### src/rtl/gb_host_seq_if.sv
// Host-sequencer bundle: request/response streams plus the ghostbus localbus pins.
// master = the sequencer; slave = host/bus environment around it.
interface gb_host_seq_if #(
    parameter int AW = 24,
    parameter int DW = 32
);
    logic          req_valid;
    logic          req_ready;
    logic          req_write;
    logic [AW-1:0] req_addr;
    logic [DW-1:0] req_wdata;
    logic          resp_valid;
    logic          resp_ready;
    logic [DW-1:0] resp_rdata;
    logic [AW-1:0] gb_addr;
    logic [DW-1:0] gb_wdata;
    logic          gb_wen;
    logic          gb_rstb;
    logic [DW-1:0] gb_rdata;

    modport master (
        input  req_valid, req_write, req_addr, req_wdata, resp_ready, gb_rdata,
        output req_ready, resp_valid, resp_rdata, gb_addr, gb_wdata, gb_wen, gb_rstb
    );

    modport slave (
        output req_valid, req_write, req_addr, req_wdata, resp_ready, gb_rdata,
        input  req_ready, resp_valid, resp_rdata, gb_addr, gb_wdata, gb_wen, gb_rstb
    );
endinterface

### src/rtl/gb_host_seq.sv
// Turns a valid/ready request stream into one-cycle ghostbus strobes; writes take 2 cycles, reads return
// READ_DELAY+2 cycles after accept. One transaction in flight: req_ready low until IDLE, response held until resp_ready.
module gb_host_seq #(
    parameter int AW         = 24,
    parameter int DW         = 32,
    parameter int READ_DELAY = 3,
    parameter int CNTW       = 16
) (
    input  logic            gb_clk,
    input  logic            gb_rst_n,
    gb_host_seq_if.master   bus,
    output logic            busy,
    output logic [CNTW-1:0] wr_count,
    output logic [CNTW-1:0] rd_count
);
    localparam int WW = (READ_DELAY < 2) ? 1 : $clog2(READ_DELAY + 1);

    if (READ_DELAY < 1) begin : g_bad_read_delay
        $error("gb_host_seq: READ_DELAY must be >= 1");
    end

    typedef enum logic [2:0] {IDLE, WRITE, READ_STB, READ_WAIT, RESP} state_t;

    state_t          state_q, state_d;
    logic [WW-1:0]   wait_q, wait_d;
    logic [AW-1:0]   addr_q, addr_d;
    logic [DW-1:0]   wdata_q, wdata_d;
    logic [DW-1:0]   rdata_q, rdata_d;
    logic            wen_q, wen_d;
    logic            rstb_q, rstb_d;
    logic            rvld_q, rvld_d;
    logic [CNTW-1:0] wr_cnt_q, wr_cnt_d;
    logic [CNTW-1:0] rd_cnt_q, rd_cnt_d;

    always_ff @(posedge gb_clk or negedge gb_rst_n) begin
        if (!gb_rst_n) begin
            state_q  <= IDLE;
            wait_q   <= '0;
            addr_q   <= '0;
            wdata_q  <= '0;
            rdata_q  <= '0;
            wen_q    <= 1'b0;
            rstb_q   <= 1'b0;
            rvld_q   <= 1'b0;
            wr_cnt_q <= '0;
            rd_cnt_q <= '0;
        end else begin
            state_q  <= state_d;
            wait_q   <= wait_d;
            addr_q   <= addr_d;
            wdata_q  <= wdata_d;
            rdata_q  <= rdata_d;
            wen_q    <= wen_d;
            rstb_q   <= rstb_d;
            rvld_q   <= rvld_d;
            wr_cnt_q <= wr_cnt_d;
            rd_cnt_q <= rd_cnt_d;
        end
    end

    // Strobes and resp_valid are computed one state ahead so they leave flops directly.
    always_comb begin
        state_d  = state_q;
        wait_d   = wait_q;
        addr_d   = addr_q;
        wdata_d  = wdata_q;
        rdata_d  = rdata_q;
        wen_d    = 1'b0;
        rstb_d   = 1'b0;
        rvld_d   = rvld_q;
        wr_cnt_d = wr_cnt_q;
        rd_cnt_d = rd_cnt_q;
        case (state_q)
            IDLE: begin
                if (bus.req_valid) begin
                    addr_d = bus.req_addr;
                    if (bus.req_write) begin
                        wdata_d = bus.req_wdata;
                        wen_d   = 1'b1;
                        state_d = WRITE;
                    end else begin
                        rstb_d  = 1'b1;
                        state_d = READ_STB;
                    end
                end
            end
            WRITE: begin
                wr_cnt_d = wr_cnt_q + CNTW'(1);
                state_d  = IDLE;
            end
            READ_STB: begin
                wait_d  = WW'(READ_DELAY);
                state_d = READ_WAIT;
            end
            READ_WAIT: begin
                // wait_q reaches 1 in the cycle the slave presents gb_rdata.
                if (wait_q == WW'(1)) begin
                    rdata_d = bus.gb_rdata;
                    rvld_d  = 1'b1;
                    state_d = RESP;
                end else begin
                    wait_d = wait_q - WW'(1);
                end
            end
            RESP: begin
                if (bus.resp_ready) begin
                    rvld_d   = 1'b0;
                    rd_cnt_d = rd_cnt_q + CNTW'(1);
                    state_d  = IDLE;
                end
            end
            default: state_d = IDLE;
        endcase
    end

    assign bus.req_ready  = (state_q == IDLE);
    assign bus.resp_valid = rvld_q;
    assign bus.resp_rdata = rdata_q;
    assign bus.gb_addr    = addr_q;
    assign bus.gb_wdata   = wdata_q;
    assign bus.gb_wen     = wen_q;
    assign bus.gb_rstb    = rstb_q;
    assign busy           = (state_q != IDLE);
    assign wr_count       = wr_cnt_q;
    assign rd_count       = rd_cnt_q;
endmodule

### src/flat_wrapper.sv
// flat-port wrapper written by rule: the top's interface ports become plain ports
module gb_host_seq_flat 
#(
    parameter int AW         = 24,
    parameter int DW         = 32,
    parameter int READ_DELAY = 3,
    parameter int CNTW       = 16
)
  (gb_clk, gb_rst_n, busy, wr_count, rd_count, bus_req_valid, bus_req_write, bus_req_addr, bus_req_wdata, bus_resp_ready, bus_gb_rdata, bus_req_ready, bus_resp_valid, bus_resp_rdata, bus_gb_addr, bus_gb_wdata, bus_gb_wen, bus_gb_rstb);
  gb_host_seq_if #(.AW(AW), .DW(DW)) bus_i ();
  input  logic gb_clk;
  input  logic gb_rst_n;
  output logic busy;
  output logic [CNTW-1:0] wr_count;
  output logic [CNTW-1:0] rd_count;
  input wire logic [$bits(bus_i.req_valid)-1:0] bus_req_valid;
  input wire logic [$bits(bus_i.req_write)-1:0] bus_req_write;
  input wire logic [$bits(bus_i.req_addr)-1:0] bus_req_addr;
  input wire logic [$bits(bus_i.req_wdata)-1:0] bus_req_wdata;
  input wire logic [$bits(bus_i.resp_ready)-1:0] bus_resp_ready;
  input wire logic [$bits(bus_i.gb_rdata)-1:0] bus_gb_rdata;
  output wire logic [$bits(bus_i.req_ready)-1:0] bus_req_ready;
  output wire logic [$bits(bus_i.resp_valid)-1:0] bus_resp_valid;
  output wire logic [$bits(bus_i.resp_rdata)-1:0] bus_resp_rdata;
  output wire logic [$bits(bus_i.gb_addr)-1:0] bus_gb_addr;
  output wire logic [$bits(bus_i.gb_wdata)-1:0] bus_gb_wdata;
  output wire logic [$bits(bus_i.gb_wen)-1:0] bus_gb_wen;
  output wire logic [$bits(bus_i.gb_rstb)-1:0] bus_gb_rstb;
  assign bus_i.req_valid = bus_req_valid;
  assign bus_i.req_write = bus_req_write;
  assign bus_i.req_addr = bus_req_addr;
  assign bus_i.req_wdata = bus_req_wdata;
  assign bus_i.resp_ready = bus_resp_ready;
  assign bus_i.gb_rdata = bus_gb_rdata;
  assign bus_req_ready = bus_i.req_ready;
  assign bus_resp_valid = bus_i.resp_valid;
  assign bus_resp_rdata = bus_i.resp_rdata;
  assign bus_gb_addr = bus_i.gb_addr;
  assign bus_gb_wdata = bus_i.gb_wdata;
  assign bus_gb_wen = bus_i.gb_wen;
  assign bus_gb_rstb = bus_i.gb_rstb;
  gb_host_seq #(.AW(AW), .DW(DW), .READ_DELAY(READ_DELAY), .CNTW(CNTW)) u_core (.gb_clk(gb_clk), .gb_rst_n(gb_rst_n), .bus(bus_i), .busy(busy), .wr_count(wr_count), .rd_count(rd_count));
endmodule
### config.mk
export PLATFORM = sky130hd
export DESIGN_NAME = gb_host_seq_flat
export DESIGN_NICKNAME = d
export VERILOG_FILES = /design/src/rtl/gb_host_seq_if.sv /design/src/rtl/gb_host_seq.sv /design/src/flat_wrapper.sv
export SDC_FILE = /design/constraint.sdc
export NUM_CORES = 1
export LEC_CHECK = 0
export BUFFER_PORTS_ARGS = -buffer_cell sky130_fd_sc_hd__buf_2
export CAP_MARGIN = 30
export CORE_MARGIN = 3
export CORE_UTILIZATION = 43
export DETAILED_ROUTE_END_ITERATION = 8
export PLACE_DENSITY = 0.76
export SYNTH_ARGS = -nofsm -noshare
export SYNTH_HDL_FRONTEND = slang
export SYNTH_SLANG_ARGS = --single-unit
export TNS_END_PERCENT = 10
### constraint.sdc
create_clock -name gb_clk -period 1.85 [get_ports gb_clk]
set_input_delay 0.0925 -clock gb_clk [delete_from_list [all_inputs] [get_ports gb_clk]]
set_output_delay 0.0925 -clock gb_clk [all_outputs]
set_load 0.01 [all_outputs]
==> metrics.txt <==
Setup Crit Path Kind flip-flop to flip-flop; final wirelength about 13000 um; LEAKAGE approximately 4.0 nW; run status finished clean; most common cell after layout, fill and taps aside buf_2; DR vias 3989; Worst setup SP type flip-flop; core area between 10000 and 15000 um^2; main area contributors after synthesis dfrtp_1 (63%), mux2_2 (14%), mux2_1 (6.4%); Synth Area in Compound Gates less than 1%; Mapped Area approximately 5100 um^2; sequential area share after synthesis between 60% and 70%; Synth Warn # 0; CP Capture Type flip-flop; post-synthesis xor/xnor area fraction roughly 5.2%; Iteration-0 DRC Markers ~160; drc violations 0; final hold violations 0; Synth Register Bits ~130; mux cell area share after synthesis ~20%; count of different cell masters after synthesis 34; worst-case vdd ir drop around 0.0011 V; Worst-Margin Slew about 500 ps; I/O Pins around 220; min cycle time layout roughly 1700 ps; Synth top area share 63.3%; gr ovfl total 0; vias in the first global route between 4k and 5k; Via density about 4.8; Yosys top cell by area dfrtp_1; Die X around 110 um; Worst Hold Path Cells 4; H-tree levels 4; pin count of the biggest net entering global routing 47; final setup fails 0; CTS root buf clkbuf_16; Sink Count 128; Inst Count DP 709; cts bufs inserted 17; most frequent cells in the layout buf_2 (216), dfrtp_1 (128), dlygate4sd3_1 (91); post-layout total power 12.3 mW; drt first pass iters 4; worst min-delay path category input port to flip-flop; antenna violations before repair 0; largest family of logic cells by synthesized area multiplexers; die area 13100 um^2; Slew HR 66.0%; ANT nets after route 0; Die Y ~110 um; ratio of cells with drive above 1 in the final layout between 40% and 50%; syn avg cell area approximately 14 um^2; first-pass GRT wire length around 21000 um; CTS tree yes; post-DP HPWL 8500 um; R2R cell count 6; clock buffer depth 2; fmax about 570 MHz; gpl congestion between 0.7 and 0.8; simple-gate share of the synthesized area between 7 and 8%; PwrDens 1530 nW/um^2; Syn-to-layout area delta 59.0%; initial core utilization between 40 and 50%; Clk Latency, worst-skew pair 400 ps; Max Cap Viol 0; fillers 711; fraction of the mapped netlist area in adder cells less than 1%; wire per inst about 16 um; port bufs approximately 220; Final #Nets between 700 and 800; overall routing resource usage around a fifth; final cell count without fillers ~830; Mapped Cells ~350; Synthesized Nets about 450; skew final approximately 4.8 ps; crit share post-route 94.3%; # rows 38; max-slew violation count 0; Worst Path Max Fanout 9; Clk pin slew, worst setup/hold paths 50 ps; critical path arrival approximately 2000 ps; Req. time, crit path 2130 ps; RSZ-0062 raised after global routing true
## kinds of logic (layout without fill, tap and decap cells)
logic type               count (synthesis)  after routing
AO/OA/AOI/OAI                            8              8
flip-flops                             128            128
other                                    0              1
multiplexers                            90             90
XOR/XNOR                                30             30
buffers and inverters                   21            362
AND/OR/NAND/NOR                         71             71
adder cells (fa/ha/maj)                  3              3
## flip-flops by register name, summed over array words and instances (netlist names)
register,count
u_core.bus.resp_rdata,32
u_core.wait_q,2
u_core.bus.gb_rstb,1
u_core.bus.gb_addr,24
u_core.bus.gb_wdata,32
u_core.bus.gb_wen,1
u_core.bus.resp_valid,1
u_core.wr_count,16
u_core.rd_count,16
u_core.state_q,3
## worst max-delay path, cell delays in order, from the launching register on
cell and delay, ps:
dfrtp_1 370, buf_4 170, nor4bb_2 280, buf_4 190
nand4_1 250, nand2b_1 250, xnor2_1 120
## timing repair
item / CTS / global route
setup endpoints to repair: 0 / 6
setup buffers: 0 / 0
hold buffers: 91 / 0
resized for setup: 0 / 2
hold endpoints to repair: 126 / 0
## cell usage after synthesis, drive strengths merged
cell type and n:
a22o 1, a21oi 4, ha 3, nand4b 1
clkbuf 4, inv 7, xor2 10, dfrtp 128
nand2b 2, nor2b 5, nor4bb 1, nor4 1
nand3 7, o21a 1, o21bai 1, or3b 1
buf 10, nor2 11, and3 4, xnor2 20
nand2 16, nor3 5, nand4 13, mux2 90
nor3b 1, and2 1, or3 1, and4 1
o21ai 1
## power by group
part           internal [mW]  leakage, nW  total [mW]  switching, mW
Sequential              3.91         1.58        4.52          0.606
Clock                   2.77        0.344        3.91           1.14
Combinational           2.03         2.11        3.87           1.83
Total                   8.71         4.03        12.3           3.58
## final timing paths
kind | startpoint | end | slack [ps]
worst min-delay path | bus_req_valid | u_core.state_q[0] | 110
max in group asynchronous | gb_rst_n | u_core.rd_count[13] | 1020
worst max register to register | u_core.state_q[0] | u_core.rd_count[14] | 100
worst min register to register | u_core.wr_count[15] | u_core.wr_count[15] | 470
worst max-delay path | u_core.state_q[0] | u_core.rd_count[14] | 100
min in group asynchronous | gb_rst_n | u_core.wr_count[11] | 210
## routing by layer
layer	vias up	GRT usage (%)	share of wire [%]
met4	0	9.34	2.5
met3	29	6.98	7.5
met1	1927	21.6	36
met5	-	0	0
li1	1879	-	-
met2	154	36.8	54
## area by class of cell
type                    count  area [um^2]  share of cell area [%]
inverters                   7         26.3                   0.326
multi-input cells         202         1780                    22.1
well taps                 140          175                    2.18
flip-flops and latches    128         3200                    39.8
diodes                      1         2.50                  0.0311
repair buffers            323         2160                    26.9
clock buffers              22          474                    5.89
clock inverters            10          229                    2.84
## stage by stage
stage	setup slack (ps)	cell area, um^2	utilization, %	hold WS, ps	TNS [ps]
2_1_floorplan	58.2	5070	-	-203	0
3_3_place_gp	60.4	6420	57.5	97.7	0
3_5_place_dp	25.6	6420	57.5	105	0
4_1_cts	28.0	8040	71.9	93.2	0
5_1_grt	-5.35	8050	72.0	125	-5.35
6_report	105	8050	72.0	114	0
Note: power is estimated with default switching activity, not from simulation.
